===== config.mk =====
export PLATFORM = sky130hd
export DESIGN_NAME = alu_control_seq
export DESIGN_NICKNAME = d
export VERILOG_FILES = /design/src/rtl/alu_ctrl_pkg.sv /design/src/rtl/alu_funct_decode.sv /design/src/rtl/alu_control_seq.sv
export SDC_FILE = /design/constraint.sdc
export NUM_CORES = 1
export LEC_CHECK = 0
export BUFFER_PORTS_ARGS = -buffer_cell sky130_fd_sc_hd__buf_4
export CAP_MARGIN = 10
export CORE_MARGIN = 3
export CORE_UTILIZATION = 45
export CTS_CLUSTER_DIAMETER = 80
export DETAILED_ROUTE_END_ITERATION = 8
export PLACE_DENSITY = 0.79
export SLEW_MARGIN = 20
export SYNTH_ARGS = -nofsm -noshare
export SYNTH_HDL_FRONTEND = slang
export SYNTH_HIERARCHICAL = 1
export SYNTH_SLANG_ARGS = --single-unit
export TNS_END_PERCENT = 100

===== constraint.sdc =====
create_clock -name clk -period 2.6 [get_ports clk]
set_clock_uncertainty 0.05 [all_clocks]
set_input_delay 0 -clock clk [delete_from_list [all_inputs] [get_ports clk]]
set_output_delay 0 -clock clk [all_outputs]
set_load 0.02 [all_outputs]

===== src/rtl/alu_ctrl_pkg.sv =====
// Shared constants for the ALU control sequencer: FunctC codes, MIPS Funct/ALUOp
// field values and the sequencer state encoding.
package alu_ctrl_pkg;

  localparam logic [3:0] FC_AND = 4'b0000;
  localparam logic [3:0] FC_OR  = 4'b0001;
  localparam logic [3:0] FC_ADD = 4'b0010;
  localparam logic [3:0] FC_NOR = 4'b0011;
  localparam logic [3:0] FC_XOR = 4'b0100;
  localparam logic [3:0] FC_SUB = 4'b0110;
  localparam logic [3:0] FC_MUL = 4'b1010;
  localparam logic [3:0] FC_DIV = 4'b1111;

  localparam logic [5:0] FN_ADD  = 6'b100000;
  localparam logic [5:0] FN_SUB  = 6'b100010;
  localparam logic [5:0] FN_AND  = 6'b100100;
  localparam logic [5:0] FN_OR   = 6'b100101;
  localparam logic [5:0] FN_NOR  = 6'b100111;
  localparam logic [5:0] FN_XOR  = 6'b100110;
  localparam logic [5:0] FN_MULT = 6'b011000;
  localparam logic [5:0] FN_DIV  = 6'b011010;
  localparam logic [5:0] FN_MFHI = 6'b010000;
  localparam logic [5:0] FN_MFLO = 6'b010010;

  localparam logic [1:0] AOP_ADD   = 2'b00;
  localparam logic [1:0] AOP_SUB   = 2'b01;
  localparam logic [1:0] AOP_RTYPE = 2'b10;
  localparam logic [1:0] AOP_ILL   = 2'b11;

  typedef enum logic [1:0] {
    ST_IDLE     = 2'd0,
    ST_MUL_WAIT = 2'd1,
    ST_DIV_WAIT = 2'd2,
    ST_DONE     = 2'd3
  } state_t;

endpackage


===== src/rtl/alu_funct_decode.sv =====
// Purely combinational ALUOp/Funct decode into FunctC plus operation class flags.
module alu_funct_decode
  import alu_ctrl_pkg::*;
(
  input  logic [1:0] i_alu_op,
  input  logic [5:0] i_funct,
  output logic [3:0] o_funct_c,
  output logic       o_is_mul,
  output logic       o_is_div,
  output logic       o_is_mfhi,
  output logic       o_is_mflo,
  output logic       o_illegal
);

  always_comb begin
    o_funct_c = FC_ADD;
    o_is_mul  = 1'b0;
    o_is_div  = 1'b0;
    o_is_mfhi = 1'b0;
    o_is_mflo = 1'b0;
    o_illegal = 1'b0;
    case (i_alu_op)
      AOP_ADD: o_funct_c = FC_ADD;
      AOP_SUB: o_funct_c = FC_SUB;
      AOP_RTYPE: begin
        case (i_funct)
          FN_ADD:  o_funct_c = FC_ADD;
          FN_SUB:  o_funct_c = FC_SUB;
          FN_AND:  o_funct_c = FC_AND;
          FN_OR:   o_funct_c = FC_OR;
          FN_NOR:  o_funct_c = FC_NOR;
          FN_XOR:  o_funct_c = FC_XOR;
          FN_MULT: begin
            o_funct_c = FC_MUL;
            o_is_mul  = 1'b1;
          end
          FN_DIV: begin
            o_funct_c = FC_DIV;
            o_is_div  = 1'b1;
          end
          FN_MFHI: o_is_mfhi = 1'b1;
          FN_MFLO: o_is_mflo = 1'b1;
          default: o_illegal = 1'b1;
        endcase
      end
      default: o_illegal = 1'b1;
    endcase
  end

endmodule


===== src/rtl/alu_control_seq.sv =====
// ALU control sequencer: drives FunctC, stalls for multi-cycle mult/div and owns HI/LO.
// Optional macro HILO_BYPASS_EN forwards the value being captured to mfhi/mflo in DONE.
module alu_control_seq
  import alu_ctrl_pkg::*;
#(
  parameter int MUL_LAT = 4,
  parameter int DIV_LAT = 8
) (
  input  logic        clk,
  input  logic        reset,
  input  logic        op_valid,
  input  logic [1:0]  ALUOp,
  input  logic [5:0]  Funct,
  input  logic        b_is_zero,
  input  logic [31:0] alu_out,
  input  logic [31:0] alu_rem,
  output logic [3:0]  FunctC,
  output logic        stall,
  output logic        op_done,
  output logic [31:0] hi,
  output logic [31:0] lo,
  output logic [31:0] mf_data,
  output logic        mf_valid,
  output logic        illegal,
  output logic        div_err,
  output logic [1:0]  dbg_state
);

  localparam logic [3:0] MUL_CNT_INIT = 4'(MUL_LAT - 1);
  localparam logic [3:0] DIV_CNT_INIT = 4'(DIV_LAT - 1);

  state_t      r_state;
  logic [3:0]  r_cnt;
  logic        r_is_div;
  logic [31:0] r_hi;
  logic [31:0] r_lo;
  logic        r_div_err;

  state_t      w_next_state;
  logic [3:0]  w_cnt_next;
  logic        w_is_div_next;
  logic        w_set_div_err;
  logic        w_capture;
  logic [31:0] w_hi_view;
  logic [31:0] w_lo_view;

  logic [3:0]  w_dec_fc;
  logic        w_dec_mul;
  logic        w_dec_div;
  logic        w_dec_mfhi;
  logic        w_dec_mflo;
  logic        w_dec_ill;

  alu_funct_decode u_decode (
    .i_alu_op  (ALUOp),
    .i_funct   (Funct),
    .o_funct_c (w_dec_fc),
    .o_is_mul  (w_dec_mul),
    .o_is_div  (w_dec_div),
    .o_is_mfhi (w_dec_mfhi),
    .o_is_mflo (w_dec_mflo),
    .o_illegal (w_dec_ill)
  );

`ifdef HILO_BYPASS_EN
  assign w_hi_view = (r_state == ST_DONE) ? (r_is_div ? alu_rem : 32'd0) : r_hi;
  assign w_lo_view = (r_state == ST_DONE) ? alu_out : r_lo;
`else
  assign w_hi_view = r_hi;
  assign w_lo_view = r_lo;
`endif

  // Handshake: an operation is taken when op_valid is high in IDLE or DONE; while
  // stall is high op_valid is ignored and upstream must hold its instruction.
  always_comb begin
    w_next_state  = r_state;
    w_cnt_next    = r_cnt;
    w_is_div_next = r_is_div;
    w_set_div_err = 1'b0;
    w_capture     = 1'b0;
    FunctC        = w_dec_fc;
    stall         = 1'b0;
    op_done       = 1'b0;
    mf_data       = 32'd0;
    mf_valid      = 1'b0;
    illegal       = 1'b0;
    case (r_state)
      ST_IDLE, ST_DONE: begin
        if (r_state == ST_DONE) begin
          op_done      = 1'b1;
          w_capture    = 1'b1;
          w_next_state = ST_IDLE;
        end
        if (w_dec_mfhi) mf_data = w_hi_view;
        if (w_dec_mflo) mf_data = w_lo_view;
        mf_valid = op_valid & (w_dec_mfhi | w_dec_mflo);
        illegal  = op_valid & w_dec_ill;
        if (op_valid && w_dec_mul) begin
          w_next_state  = ST_MUL_WAIT;
          w_cnt_next    = MUL_CNT_INIT;
          w_is_div_next = 1'b0;
        end else if (op_valid && w_dec_div) begin
          if (b_is_zero) begin
            w_set_div_err = 1'b1;
          end else begin
            w_next_state  = ST_DIV_WAIT;
            w_cnt_next    = DIV_CNT_INIT;
            w_is_div_next = 1'b1;
          end
        end
      end
      ST_MUL_WAIT, ST_DIV_WAIT: begin
        FunctC = (r_state == ST_MUL_WAIT) ? FC_MUL : FC_DIV;
        stall  = 1'b1;
        if (r_cnt == 4'd0) w_next_state = ST_DONE;
        else               w_cnt_next   = r_cnt - 4'd1;
      end
      default: w_next_state = ST_IDLE;
    endcase
  end

  always_ff @(posedge clk or posedge reset) begin
    if (reset) begin
      r_state   <= ST_IDLE;
      r_cnt     <= 4'd0;
      r_is_div  <= 1'b0;
      r_hi      <= 32'd0;
      r_lo      <= 32'd0;
      r_div_err <= 1'b0;
    end else begin
      r_state  <= w_next_state;
      r_cnt    <= w_cnt_next;
      r_is_div <= w_is_div_next;
      if (w_set_div_err) r_div_err <= 1'b1;
      if (w_capture) begin
        r_lo <= alu_out;
        r_hi <= r_is_div ? alu_rem : 32'd0;
      end
    end
  end

  assign hi        = r_hi;
  assign lo        = r_lo;
  assign div_err   = r_div_err;
  assign dbg_state = r_state;

endmodule


# Yosys cells after proc, flatten, opt, wreduce, memory -nomap -nowiden
# Cells that the tools add are included.
# totals
regBits	72
romBits	0
memories	0
mem_bits_rw	0
elab_cells	83
latch_bits	0
input_bits	76
# op_classes
n_addsub	1
div_mod_pow	0
muxes	41
n_shift	0
n_mul	0
bitwise_logic	3
eq_ne	20
n_reduce_logical	12
magnitude_cmp	0
# op_table
cell	count
2-to-1 mux 32 bit	4
equality test 6 bit, second input constant	6
case mux 4 bit (7 select lines)	1
equality test 6 x 5 -> 1 bit, second input constant	4
2-to-1 mux 1 bit	21
2-to-1 mux 4 bit	5
case mux 4 bit (2 select lines)	2
2-to-1 mux 2 bit	5
OR reduction 10 bit	1
equality test 2 bit, second input constant	3
!= test 3 bit, second input constant	2
AND reduction 3 bit	2
OR reduction 2 bit	3
equality test 2 x 1 -> 1 bit, second input constant	2
zero test 2 bit	2
zero test 4 bit	1
!= test 2 bit, second input constant	2
case mux 2 bit (2 select lines)	1
subtractor 4 x 1 -> 4 bit, second input constant	1
2-to-1 mux 3 bit	1
bitwise AND 1 bit	2
logical AND 1 bit	2
!= test 2 x 1 -> 1 bit, second input constant	1
case mux 1 bit (2 select lines)	1
other kinds (2)	2

# Depth between registers and ports, before layout
# depth
depth_word	7
ltp_mapped	9
depth_no_buf	8

# Hierarchy
# Netlist, hierarchy kept.
# by_module_without_submodules
module	area_each_um2	cells_each	seq_area_each_um2	instances
alu_control_seq	3400.8	356	1801.7	1
alu_funct_decode	251.5	33	0.0	1

# Least setup slack after synthesis
# OpenSTA, ideal clock, no wires.
# synth_timing
path_type	flip-flop to output port
start	reg r_state[0] (netlist: dbg_state[0])
end	out mf_data[21]
slack_ns	0.754
stages_incl_launch_ff	7
arrival_time_ns	1.796
cell_sequence	dfrtp_1 -> inv_1 -> ha_1 -> buf_2 -> inv_1 -> buf_1 -> nor2_1
# synth_via
elab_chain_len	3
word_cells_on_any_way	4
cone_classes	eq/ne: 1; mux: 1; reduce/logical: 2
# synth_lines
element	line	text
start, declared	alu_control_seq.sv:32	state_t r_state;
start signal, assigned	alu_control_seq.sv:131	r_state <= w_next_state;
equality test 2 bit / zero test 2 bit (equally long branches)	alu_control_seq.sv:87	case (r_state)
OR reduction 2 bit *	alu_control_seq.sv:87	
2-to-1 mux 32 bit *	alu_control_seq.sv:87	
end, declared	alu_control_seq.sv:22	output logic [31:0] mf_data,
# Mark *: on every way between the ends. The rest lies on a longest branch, timed or not.

# Worst setup path after layout
# Ends and elaborated chain as after synthesis.

==> metrics.yaml <==
final_layout:
  mostFrequentLayoutCells: "buf_4 (189), dfrtp_1 (72), dlygate4sd3_1 (66)"
  synthToLayoutAreaGrowth_pct: 65.60
  layout_commonest_cell: "buf_4"
  num_antenna_cells: 0
  drive_gt1_frac: 0.3871
  final_nets: 717
sta:
  tightestPinTransition_ns: 0.7732
  fmax_mhz: 503.7
  hold_ws_ns: 0.01003
  setup_viol: 0
  fin_crit_ns: 1.985
  grt_setup_unrepaired: "false"
  slew_headroom: 0.4838
  fin_crit_sh: 0.7636
  hold_viol_final: 0
  maxSlewViolCount: 0
  finalSetupTns_ns: 0
place:
  port-buffer-count: 182
  place_congestion: 0.8956
  hpwlAfterDp_mm: 8.027
logic_synthesis:
  ys.warnings.count: 6
  synth_area_leaders: "dfrtp_1 (49%), mux2_2 (9.9%), a22oi_1 (5.1%), inv_1 (4.6%), nand2_1 (4.6%)"
  netlist_area_um2: 3652
  synth_fp_nets: 473
  synth_edf_count: 0
  syn_inst: 389
  yosysSeqAreaShare: 0.4933
  synth_cell_types: 39
  yosysTopAreaCell: "dfrtp_1"
  synth_flop_cell: "dfrtp_1"
  avgSynthCellArea_um2: 9.389
  async_reset_ff_frac: 1.000
  netlist.area_leader.share: 0.4933
  ys_ff_latch: 72
critical_path:
  crit_required_ns: 2.55
  cp_max_fo: 20
  path_class: "flip-flop to output pin"
  cp-end-kind: "output pin"
  worst_setup_path_start_kind: "flip-flop"
  critPathArrivalTime_ns: 1.94
cts:
  htree_levels: 3
  insertion_delay_ns: 0.34
  cts.sinks: 72
  numCtsBuffers: 9
  cts_tree: "built"
  clk_pin_slew_worst_paths_ns: 0.07
  hold_buffers: 66
  cts_root_buf: "clkbuf_8"
  ctsResizeCount: 0
  ctsLongestPathBuffers: 2
  postCtsSetupRepairBufs: 0
detailed_routing:
  post_drt_wl_per_cell_um: 16.38
  vias: 3772
  antenna_left: 0
  drt-pass1-iter-count: 5
  drt-initial-drc-count: 102
  vias_per_cell: 5.097
  drc: 0
  routed_wl_mm: 12.12
power:
  power_leakage_nw: 2.869
  p_per_area_nw_per_um2: 920.4
  ir_drop_mv: 0.7283
worst_hold_path:
  min_path_type: "input pin to flip-flop"
floorplanning:
  core_area_um2: 7807
  initial_utilization: 0.4678
  die_h_um: 96.09
  rows: 32
  io_pins: 183
  die_w_um: 96.09
  fp.dieArea_um2: 9233
grt:
  grt_start_max_net_pins: 48
  grt_pass1_wl_mm: 18.14
  grt_remaining_overflow: 0
  antenna_found_initial: 0
  grt.total_usage: 0.2582
  grt_pass1_vias: 3712
job:
  drv_cap: 0
run_status:
  status: "completed"
cell families after synthesis:
family,after synthesis,synth area share
simple gates,120,0.1531
buf+inv,69,0.07537
mux,33,0.1014
flops,72,0.4933
fa+ha+maj,8,0.02741
compound gates,87,0.1494
stage by stage:
stage          std cells    util  total power, mW  worst slack [ns]  cell area (µm²)
6_report             740  0.7747            5.567            0.6147             6048
2_1_floorplan        389       -            3.266            0.7251             3652
3_5_place_dp         658  0.6590            4.379            0.6961             5145
3_3_place_gp         658  0.6590            4.306            0.7703             5145
4_1_cts              740  0.7747            5.542            0.6150             6048
5_1_grt              740  0.7747            5.856            0.4725             6048
synth_stat cells (2+ instances only):
library cell,instances
o21ai_1,13
dfrtp_1,72
nand2_1,45
a22oi_1,25
o21ai_0,21
or3_1,3
mux2_2,32
nor2_1,45
nor3_1,5
nand2b_1,5
ha_1,8
clkbuf_1,10
buf_2,13
a21oi_1,16
nand3_1,2
or3b_1,3
inv_1,45
nor2b_1,5
layer usage:
metal / wire (µm) / global-route usage
met1: 4520 / 0.2979
met2: 6591 / 0.4744
met3: 725 / 0.04222
met4: 284 / 0.09834
met5: 0 / 0
flip-flops by register name, indices dropped and copies added, names as in the netlist:
register and cells:
lo 32, hi 32, dbg_state 2, r_is_div 1, r_cnt 4, div_err 1
critical path, cell delays in order, from the launching register on:
cell and delay (ns):
dfrtp_1 0.44, inv_1 0.09, ha_1 0.43, inv_1 0.09, buf_4 0.22, nor2_1 0.16, buf_4 0.17
final timing paths:
check,cells after the start,startpoint,end,slack [ns]
setup / recovery,6,dbg_state[0],mf_data[21],0.61
hold / removal,4,b_is_zero,div_err,0.01
setup reg to reg,6,dbg_state[0],r_cnt[0],0.72
hold reg to reg,1,div_err,div_err,0.47
max in group asynchronous,4,reset,hi[16],1.50
min in group asynchronous,3,reset,lo[14],0.31
final cells by class:
class / instances / area, µm²
clock buffers: 10 / 127.6
clock inverters: 6 / 115.1
fillers: 515 / 1759
multi-input cells: 248 / 1588
repair buffers: 257 / 2120
well taps: 102 / 127.6
inverters: 45 / 168.9
flip-flops and latches: 72 / 1802
report_power, final:
part | switching (mW) | internal (mW) | leakage [nW] | total [mW]
clock network | 0.444 | 0.645 | 0.117 | 1.09
logic | 1.47 | 1.21 | 1.83 | 2.68
registers | 0.323 | 1.47 | 0.919 | 1.80
total | 2.24 | 3.33 | 2.87 | 5.57
Power figures use the tool's default switching activity.
